### src/rtl/srio_swrite_pack_logic.sv
// Packs TDEST-tagged AXIS payload into SRIO SWRITE segments (HELLO header + up to MAX_BEATS beats).
// Latency: header valid 1 cycle after the closing input beat; 1 beat/cycle inside a segment.
// Backpressure: S_AXIS_TREADY drops while no segment buffer is free; the output holds under M_AXIS_TREADY=0.
// Optional SRIO_PACK_PINGPONG_EN: two segment buffers so filling overlaps header/payload emission.
module srio_swrite_pack_logic #(
    parameter int MAX_BEATS = 32,
    parameter int BUF_AW    = 5
) (
    input  logic        AXIS_ACLK,
    input  logic        AXIS_ARESET,
    input  logic [63:0] S_AXIS_TDATA,
    input  logic        S_AXIS_TVALID,
    output logic        S_AXIS_TREADY,
    input  logic        S_AXIS_TLAST,
    input  logic [3:0]  S_AXIS_TDEST,
    output logic [63:0] M_AXIS_TDATA,
    output logic        M_AXIS_TVALID,
    input  logic        M_AXIS_TREADY,
    output logic        M_AXIS_TLAST,
    input  logic [31:0] cmd,
    input  logic [31:0] addr_0,
    input  logic [31:0] addr_1,
    output logic [31:0] drop_count
);

`ifdef SRIO_PACK_PINGPONG_EN
    localparam int   NBUF     = 2;
    localparam logic BUF_STEP = 1'b1;
`else
    localparam int   NBUF     = 1;
    localparam logic BUF_STEP = 1'b0;
`endif
    localparam int LW = BUF_AW + 1;

    typedef enum logic [1:0] {IDLE, FILL, DROP} in_state_t;
    typedef enum logic {HDR, SEND} out_state_t;

    in_state_t  in_q, in_d;
    out_state_t out_q, out_d;

    logic            mid_pkt;
    logic [LW-1:0]   wr_level;
    logic            wr_buf, rd_buf;
    logic [NBUF-1:0] seg_full;
    logic [LW-1:0]   seg_len  [NBUF];
    logic [31:0]     seg_addr [NBUF];
    logic [63:0]     mem      [NBUF][2**BUF_AW];
    logic [31:0]     cur_addr;
    logic [LW-1:0]   rd_cnt;
    logic [7:0]      tid;
    logic [31:0]     drop_cnt_q;

    logic            soft_rst, first_beat, bad_dest;
    logic            in_fire, fill_fire, drop_fire, seg_close;
    logic            out_fire, last_fire;
    logic [31:0]     eff_addr;
    logic [LW+2:0]   seg_bytes;
    logic [63:0]     hdr_dat;
    logic            cmd_unused;

    assign cmd_unused = ^{cmd[31:6], cmd[3:2]};
    assign soft_rst   = cmd[1];
    assign drop_count = drop_cnt_q;

    always_comb begin
        first_beat    = !mid_pkt;
        bad_dest      = S_AXIS_TDEST > 4'd1;
        // A new packet is only started while enabled; a split packet always finishes.
        S_AXIS_TREADY = !soft_rst &&
                        ((in_q == FILL && !seg_full[wr_buf] && (mid_pkt || cmd[0])) || in_q == DROP);
        in_fire       = S_AXIS_TVALID && S_AXIS_TREADY;
        drop_fire     = in_fire && in_q == FILL && first_beat && bad_dest;
        fill_fire     = in_fire && in_q == FILL && !drop_fire;
        seg_close     = fill_fire && (S_AXIS_TLAST || wr_level == LW'(MAX_BEATS - 1));
        eff_addr      = first_beat ? (S_AXIS_TDEST[0] ? addr_1 : addr_0) : cur_addr;

        in_d = in_q;
        case (in_q)
            IDLE: if (cmd[0]) in_d = mid_pkt ? DROP : FILL;
            FILL: begin
                if (drop_fire && !S_AXIS_TLAST) in_d = DROP;
                else if (!mid_pkt && !cmd[0])   in_d = IDLE;
            end
            DROP:    if (in_fire && S_AXIS_TLAST) in_d = cmd[0] ? FILL : IDLE;
            default: in_d = IDLE;
        endcase
        if (soft_rst) in_d = IDLE;
    end

    always_comb begin
        seg_bytes     = {seg_len[rd_buf], 3'b000} - (LW + 3)'(1);
        hdr_dat       = {tid, 4'h6, 4'h0, 1'b0, cmd[5:4], 1'b0, 8'(seg_bytes), 4'h0, seg_addr[rd_buf]};
        M_AXIS_TVALID = !soft_rst && ((out_q == HDR && seg_full[rd_buf]) || out_q == SEND);
        M_AXIS_TLAST  = (out_q == SEND) && (rd_cnt == seg_len[rd_buf] - LW'(1));
        if (out_q == SEND)         M_AXIS_TDATA = mem[rd_buf][rd_cnt[BUF_AW-1:0]];
        else if (seg_full[rd_buf]) M_AXIS_TDATA = hdr_dat;
        else                       M_AXIS_TDATA = '0;
        out_fire  = M_AXIS_TVALID && M_AXIS_TREADY;
        last_fire = out_fire && M_AXIS_TLAST;

        out_d = out_q;
        if (out_q == HDR) begin
            if (out_fire) out_d = SEND;
        end else if (last_fire) begin
            out_d = HDR;
        end
        if (soft_rst) out_d = HDR;
    end

    always_ff @(posedge AXIS_ACLK) begin
        if (fill_fire) begin
            mem[wr_buf][wr_level[BUF_AW-1:0]] <= S_AXIS_TDATA;
            if (wr_level == '0) seg_addr[wr_buf] <= eff_addr;
        end
        if (seg_close) seg_len[wr_buf] <= wr_level + LW'(1);
    end

    always_ff @(posedge AXIS_ACLK) begin
        if (AXIS_ARESET) begin
            in_q       <= IDLE;
            out_q      <= HDR;
            mid_pkt    <= 1'b0;
            wr_level   <= '0;
            wr_buf     <= 1'b0;
            rd_buf     <= 1'b0;
            seg_full   <= '0;
            rd_cnt     <= '0;
            tid        <= '0;
            drop_cnt_q <= '0;
            cur_addr   <= '0;
        end else begin
            in_q  <= in_d;
            out_q <= out_d;
            if (in_fire)   mid_pkt    <= !S_AXIS_TLAST;
            if (drop_fire) drop_cnt_q <= drop_cnt_q + 32'd1;
            // Next segment of a split packet continues right after this one.
            if (fill_fire && wr_level == '0) cur_addr <= eff_addr + 32'(MAX_BEATS * 8);
            if (out_fire && out_q == HDR) begin
                tid    <= tid + 8'd1;
                rd_cnt <= '0;
            end
            if (out_fire && out_q == SEND) rd_cnt <= rd_cnt + LW'(1);
            if (last_fire) begin
                seg_full[rd_buf] <= 1'b0;
                rd_buf           <= rd_buf ^ BUF_STEP;
            end
            if (seg_close) begin
                seg_full[wr_buf] <= 1'b1;
                wr_buf           <= wr_buf ^ BUF_STEP;
                wr_level         <= '0;
            end else if (fill_fire) begin
                wr_level <= wr_level + LW'(1);
            end
            if (soft_rst) begin
                seg_full <= '0;
                wr_buf   <= 1'b0;
                rd_buf   <= 1'b0;
                wr_level <= '0;
            end
        end
    end

endmodule

### config.mk
export PLATFORM = sky130hd
export DESIGN_NAME = srio_swrite_pack_logic
export DESIGN_NICKNAME = d
export VERILOG_FILES = /design/src/rtl/srio_swrite_pack_logic.sv
export SDC_FILE = /design/constraint.sdc
export NUM_CORES = 2
export LEC_CHECK = 0
export ABC_AREA = 0
export CORE_ASPECT_RATIO = 1.25
export CORE_MARGIN = 3
export CORE_UTILIZATION = 51
export DETAILED_ROUTE_END_ITERATION = 6
export DONT_BUFFER_PORTS = 1
export HOLD_SLACK_MARGIN = 0.02
export PLACE_DENSITY = 0.76
export SETUP_SLACK_MARGIN = 0.2
export SYNTH_ARGS = -nofsm -noshare
export SYNTH_HDL_FRONTEND = slang
export SYNTH_SLANG_ARGS = --single-unit
export TNS_END_PERCENT = 100
### constraint.sdc
create_clock -name AXIS_ACLK -period 7.8 [get_ports AXIS_ACLK]
set_clock_uncertainty 0.2 [all_clocks]
set_input_delay 1.56 -clock AXIS_ACLK [delete_from_list [all_inputs] [get_ports AXIS_ACLK]]
set_output_delay 1.56 -clock AXIS_ACLK [all_outputs]
set_load 0.01 [all_outputs]
[Yosys cells after proc, flatten, opt, wreduce, memory -nomap -nowiden]
Memory sizes are Yosys's and may differ from the RTL's.
Cells that the tools add are included.
Word-level totals
  bits in writable memories: 2086
  input bits: 169
  flip-flop bits (word level): 89
  word-level logic and storage cells: 102
  memories kept: 3
  output and inout bits: 99
Memory list
  mem: depth 1, width 2048, rd ports 1, clocked after memory_dff 0, write ports 1, RTL line 47  | logic [63:0] mem [NBUF][2**BUF_AW];
  seg_addr: depth 1, width 32, rd ports 1, clocked after memory_dff 0, write ports 1, RTL line 46  | logic [31:0] seg_addr [NBUF];
  seg_len: depth 1, width 6, rd ports 1, clocked after memory_dff 0, write ports 1, RTL line 45  | logic [LW-1:0] seg_len [NBUF];
Cells by class
  $add $sub $neg: 7
  reductions and logical operators: 38
  bitwise logic cells: 3
  equality and inequality tests: 7
  order comparisons: 4
  mux-type cells: 31
Operators with widths (number)
  2048-bit 2-to-1 mux: 1
  64-bit binary-select mux with 5-bit select: 1
  64-bit demux with 5-bit select: 1
  64-bit 2-to-1 mux: 5
  32-bit 2-to-1 mux: 2
  32-bit by 1-bit adder with 32-bit output (second input constant): 1
  32-bit by 9-bit adder with 32-bit output (second input constant): 1
  1-bit logical AND: 21
  1-bit 2-to-1 mux: 13
  6-bit by 1-bit adder with 6-bit output (second input constant): 2
  6-bit greater-or-equal comparator (second input constant): 2
  6-bit 2-to-1 mux: 2
  5-bit inverter with 6-bit output: 2
  2-bit 2-to-1 mux: 5
  8-bit by 1-bit adder with 8-bit output (second input constant): 1
  8-bit by 1-bit subtractor with 8-bit output (second input constant): 1
  6-bit by 5-bit == test with 1-bit output (second input constant): 1
  6-bit == test: 1
  1-bit zero test: 6
  6-bit zero test: 1
  6-bit by 1-bit less-than comparator with 1-bit output (second input constant): 1
  2-bit case mux with 3 select lines: 1
  6-bit by 1-bit subtractor with 6-bit output (second input constant): 1
  4-bit by 1-bit greater-than comparator with 1-bit output (second input constant): 1
  other kinds (13): 16

[Longest topological paths before layout]
  word-level depth: 14
  mapped depth: 13
  gate-level depth less buffers: 9

[Worst setup path before layout]
Ideal clock, no wire load.
  kind: input port to flip-flop
  start point: input cmd[1]
  end point: memory mem[0][1024] (netlist bit) (enable)
  path slack: 1.754 ns
  data required time: 7.113 ns
  setup time: 0.487 ns
  path buffers: 1
  cell stages on the path: 6
  data arrival time: 5.359 ns
  cell sequence: clkbuf_1 > nor2b_1 > o21ai_0 > nor2_1 > nand2_1 > nor2_1
On the way
  word-level cells in the longest chain between the ends: 10
RTL lines
  from (decl): RTL line 20  | input logic [31:0] cmd,
  1-bit zero test (*): RTL line 69  | S_AXIS_TREADY = !soft_rst &&
  1-bit logical AND (*): RTL line 69
  1-bit logical AND (*): RTL line 71  | in_fire = S_AXIS_TVALID && S_AXIS_TREADY;
  1-bit logical AND (*): RTL line 72, 73
  1-bit logical AND (2 in series): RTL line 72  | drop_fire = in_fire && in_q == FILL && first_beat && bad_dest;
  1-bit zero test: RTL line 73  | fill_fire = in_fire && in_q == FILL && !drop_fire;
  1-bit logical AND (*): RTL line 73
  1-bit 2-to-1 mux (*): RTL line 111  | if (fill_fire) begin
  2048-bit 2-to-1 mux (implied by the code) (*): RTL line 112  | mem[wr_buf][wr_level[BUF_AW-1:0]] <= S_AXIS_TDATA;
  to (decl): RTL line 47
Every way passes the cells marked *; elsewhere a longest branch is shown, timed or not.

[Worst setup path in the final report]
  start point: register out_q
  end point: output M_AXIS_TDATA[58]
On the way
  word-level cells in the longest chain between the ends: 1
RTL lines
  from (decl): RTL line 39  | out_state_t out_q, out_d;
  from (signal assigned): RTL line 133  | out_q <= out_d;
  64-bit 2-to-1 mux: RTL line 95  | if (out_q == SEND) M_AXIS_TDATA = mem[rd_buf][rd_cnt[BUF_AW-1:0]];
  to (decl): RTL line 16  | output logic [63:0] M_AXIS_TDATA,
No other way between the ends.

==> impl_metrics.csv <==
group,metric,value,unit
floorplan,start_util,51.4,%
floorplan,coreArea,164000,um^2
setup_path,start_kind,"flop",
timing,tightest_slew,1.33,ns
clocking,clock-sinks,2175,
floorplan,fp.dieW,370,um
setup_path,cp.arrival,4.54,ns
logic_synthesis,synth_xor_area_share,0.645,%
pwr,p_int,0.0182,W
global_routing,overflow,0,
detailed_routing,dr.pass1.iters,5,
timing,hold_violations,0,
global_routing,grt_use_total,24.5,%
detailed_routing,via_count,40700,
timing,fin_crit_sh,80.8,%
logic_synthesis,synth-async-reset-ratio,0,%
worst_hold_path,holdCritPathClass,"flop to flop",
floorplan,die-area,170000,um^2
logic_synthesis,yosysWarningCount,0,
logic_synthesis,synthCells,3808,
logic_synthesis,synth_top_family_by_area,"multiplexers",
clocking,cts_tree,"built",
cells_and_area,layout.nets,4071,
cells_and_area,drive_above_1_share,26.3,%
detailed_routing,drc,0,
place,portBuffers,0,
global_routing,grt_antenna_before_repair,6,
setup_path,cp-startpoint,"out_q$_SDFF_PP0_",
clocking,cts-root-buf,"clkbuf_16",
timing,rsz0062_at_grt,"no",
floorplan,ios,268,
timing,max_clock_freq,0.159,GHz
logic_synthesis,yosysUniqueCellTypes,66,
logic_synthesis,synthMuxAreaShare,17.5,%
timing,slew_violations,0,
logic_synthesis,yosysSeqAreaShare,76.5,%
clocking,clock_latency,0.84,ns
run,maxCapViolCount,0,
logic_synthesis,synth_ff_type,"edfxtp_1",
detailed_routing,wl,206000,um
place,dp_hpwl,108000,um
pwr,power_frac_clock,42.9,%
detailed_routing,postRouteAntennaNets,0,
setup_path,cp_slowest_cell,"nor2_4",
logic_synthesis,avgSynthCellArea,22.1,um^2
clocking,htree_levels,4,
clocking,clk_pin_slew,0.06,ns
pwr,cellPowerDensity,240,nW/um^2
pwr,p_comb_share,0.3,%
pwr,pwr-share-seq,56.8,%
setup_path,cp_max_fo,27,
global_routing,first_global_vias,41800,
cells_and_area,syn_to_final_growth,11.5,%
place,place_congestion,0.781,
floorplan,rows,166,
logic_synthesis,syn_nets,3986,
timing,finalSetupViolCount,0,
detailed_routing,dr.first_iter.drc_count,4954,
global_routing,grt_pass1_wl,298000,um
logic_synthesis,synth_edf_count,2086,
worst_hold_path,min-delay-start,"cur_addr[17]$_SDFFE_PP0P_",
setup_path,crit_chain,"clkinv_1, nor2_4, buf_4, a22oi_1, o21ai_0",
setup_path,worstPathRequired,6.04,ns
setup_path,crit_type,"flop to primary output",
pwr,switching_share,19.3,%
cells_and_area,final_util,57.3,%
global_routing,grt_max_degree,162,
pwr,vdd.ir_drop.worst,0.190,mV
logic_synthesis,syn_area,84200,um^2
setup_path,worstSetupEndpointType,"primary output",
clocking,cts.path.max_buffers,3,
pwr,netSwitchingPower,0.00434,W
timing,max_slew_margin,10.9,%
setup_path,max_stage_delay,1.07,ns
clocking,cts_buffers,197,
clocking,cts_resized,0,
clocking,postCtsSetupBuffers,0,
timing,fin_setup_tns,0,ns
logic_synthesis,synth-compound-area-share,1.58,%
clocking,hold_buffers,0,
floorplan,die_y,460,um
timing,min_period,6.30,ns
run_status,status,"finished clean",
pwr,p_leak,27.7,nW
detailed_routing,via_per_inst,6.50,
logic_synthesis,synth-adder-area-share,0.134,%
logic_synthesis,synth-simple-area-share,2.46,%
setup_path,r2r_start,"in_q[1]$_SDFFE_PP0P_",
logic_synthesis,ys_ff_latch,2175,
detailed_routing,post_drt_wl_per_cell,33.0,um
## cell families after synthesis
group                      Yosys count
DFF                               2175
muxes                              693
and+or+nand+nor                    431
buffers and inverters              235
AOI/OAI and AO/OA                  203
xor gates and xnor gates            62
adders and majority gates            9
## layer usage
layer / up-vias / GRT usage (%) / share of wire (%)
met3: 453 / 7.16 / 12
li1: 16200 / - / -
met1: 21500 / 31.7 / 35
met5: - / 0 / 0.0063
met2: 2538 / 40.1 / 50
met4: 2 / 8.29 / 3.4
## synthesized netlist by cell type, types with 9 or more instances
master	instances	area, um^2
xnor2_1	42	368
o21ai_0	47	235
or4_1	9	67.6
a22oi_1	43	323
buf_2	48	240
inv_1	22	82.6
nand2_1	137	514
edfxtp_1	2086	62600
mux2i_1	63	631
clkbuf_1	121	454
buf_1	35	131
mux4_2	625	14100
dfxtp_1	89	1780
nor2_1	136	510
a211oi_1	35	263
a311oi_1	10	87.6
nor2b_1	19	119
xor2_1	20	175
nor4_1	15	93.8
or3_1	17	106
a21oi_1	32	160
nor3_1	15	75.1
ha_1	9	113
nand4_1	10	62.6
nand3_1	21	105
## state kept, by name, indices dropped and copies added, names as in the netlist, 6 cells and up
signal / count
tid: 8
rd_cnt: 6
cur_addr: 32
seg_len: 6
seg_addr: 32
mem: 2048
drop_count: 32
wr_level: 6
## final cells by class
cell class | count | area (um^2)
multi-input cells | 1398 | 19100
diodes | 5 | 12.5
clock buffers | 242 | 5160
well taps | 2184 | 2730
fillers | 11200 | 70000
clock inverters | 126 | 1250
repair buffers | 98 | 1120
inverters | 23 | 86.3
flip-flops and latches | 2175 | 64400
## stage by stage
step           setup slack, ns  power (W)  cells  hold WS, ns  area (um^2)
3_3_place_gp              2.01     0.0131   5878        0.273        87500
5_1_grt                   1.26     0.0230   6247        0.323        93900
3_5_place_dp              1.99     0.0131   5878        0.286        87500
4_1_cts                   1.41     0.0226   6246        0.297        93900
2_1_floorplan             1.75     0.0131   3808        0.260        84200
6_report                  1.50     0.0225   6251        0.298        93900
## final timing paths
check                                            endpoint  slack (ns)  depth (start not counted)
worst max register to register     mem[0][1208]$_DFFE_PP_        3.36                          6
worst max-delay path                     M_AXIS_TDATA[58]        1.50                          5
worst min-delay path            cur_addr[17]$_SDFFE_PP0P_        0.30                          2
worst min register to register  cur_addr[17]$_SDFFE_PP0P_        0.30                          2
## placed cells by master (no fill, tap or decap), types with 22 or more instances in the layout
cell type,synthesis,routed
clkbuf_1,121,40
edfxtp_1,2086,2086
buf_12,1,31
clkbuf_16,0,198
a211oi_1,35,35
o21ai_0,47,47
inv_1,22,22
xnor2_1,42,42
nor2_4,0,33
nor2_1,136,103
buf_4,4,67
a22oi_1,43,43
mux2i_1,63,63
clkinv_2,0,30
nand2_1,137,137
dfxtp_1,89,83
a21oi_1,32,32
mux4_2,625,625
clkinv_1,1,46
## critical path: cells and delay by family (launching register included)
kind	cells	cell delay, ns
and+or+nand+nor	1	1.07
DFF	1	0.33
buffers and inverters	2	1.47
AOI/OAI and AO/OA	2	0.81
## power groups by stage
stage          Sequential (W)  Clock [W]  Combinational, W
2_1_floorplan          0.0130          0         0.0000610
3_3_place_gp           0.0130          0         0.0000629
3_5_place_dp           0.0130          0         0.0000649
4_1_cts                0.0128    0.00977         0.0000652
5_1_grt                0.0128     0.0102         0.0000709
6_report               0.0128    0.00966         0.0000653
Power figures use the tool's default switching activity.
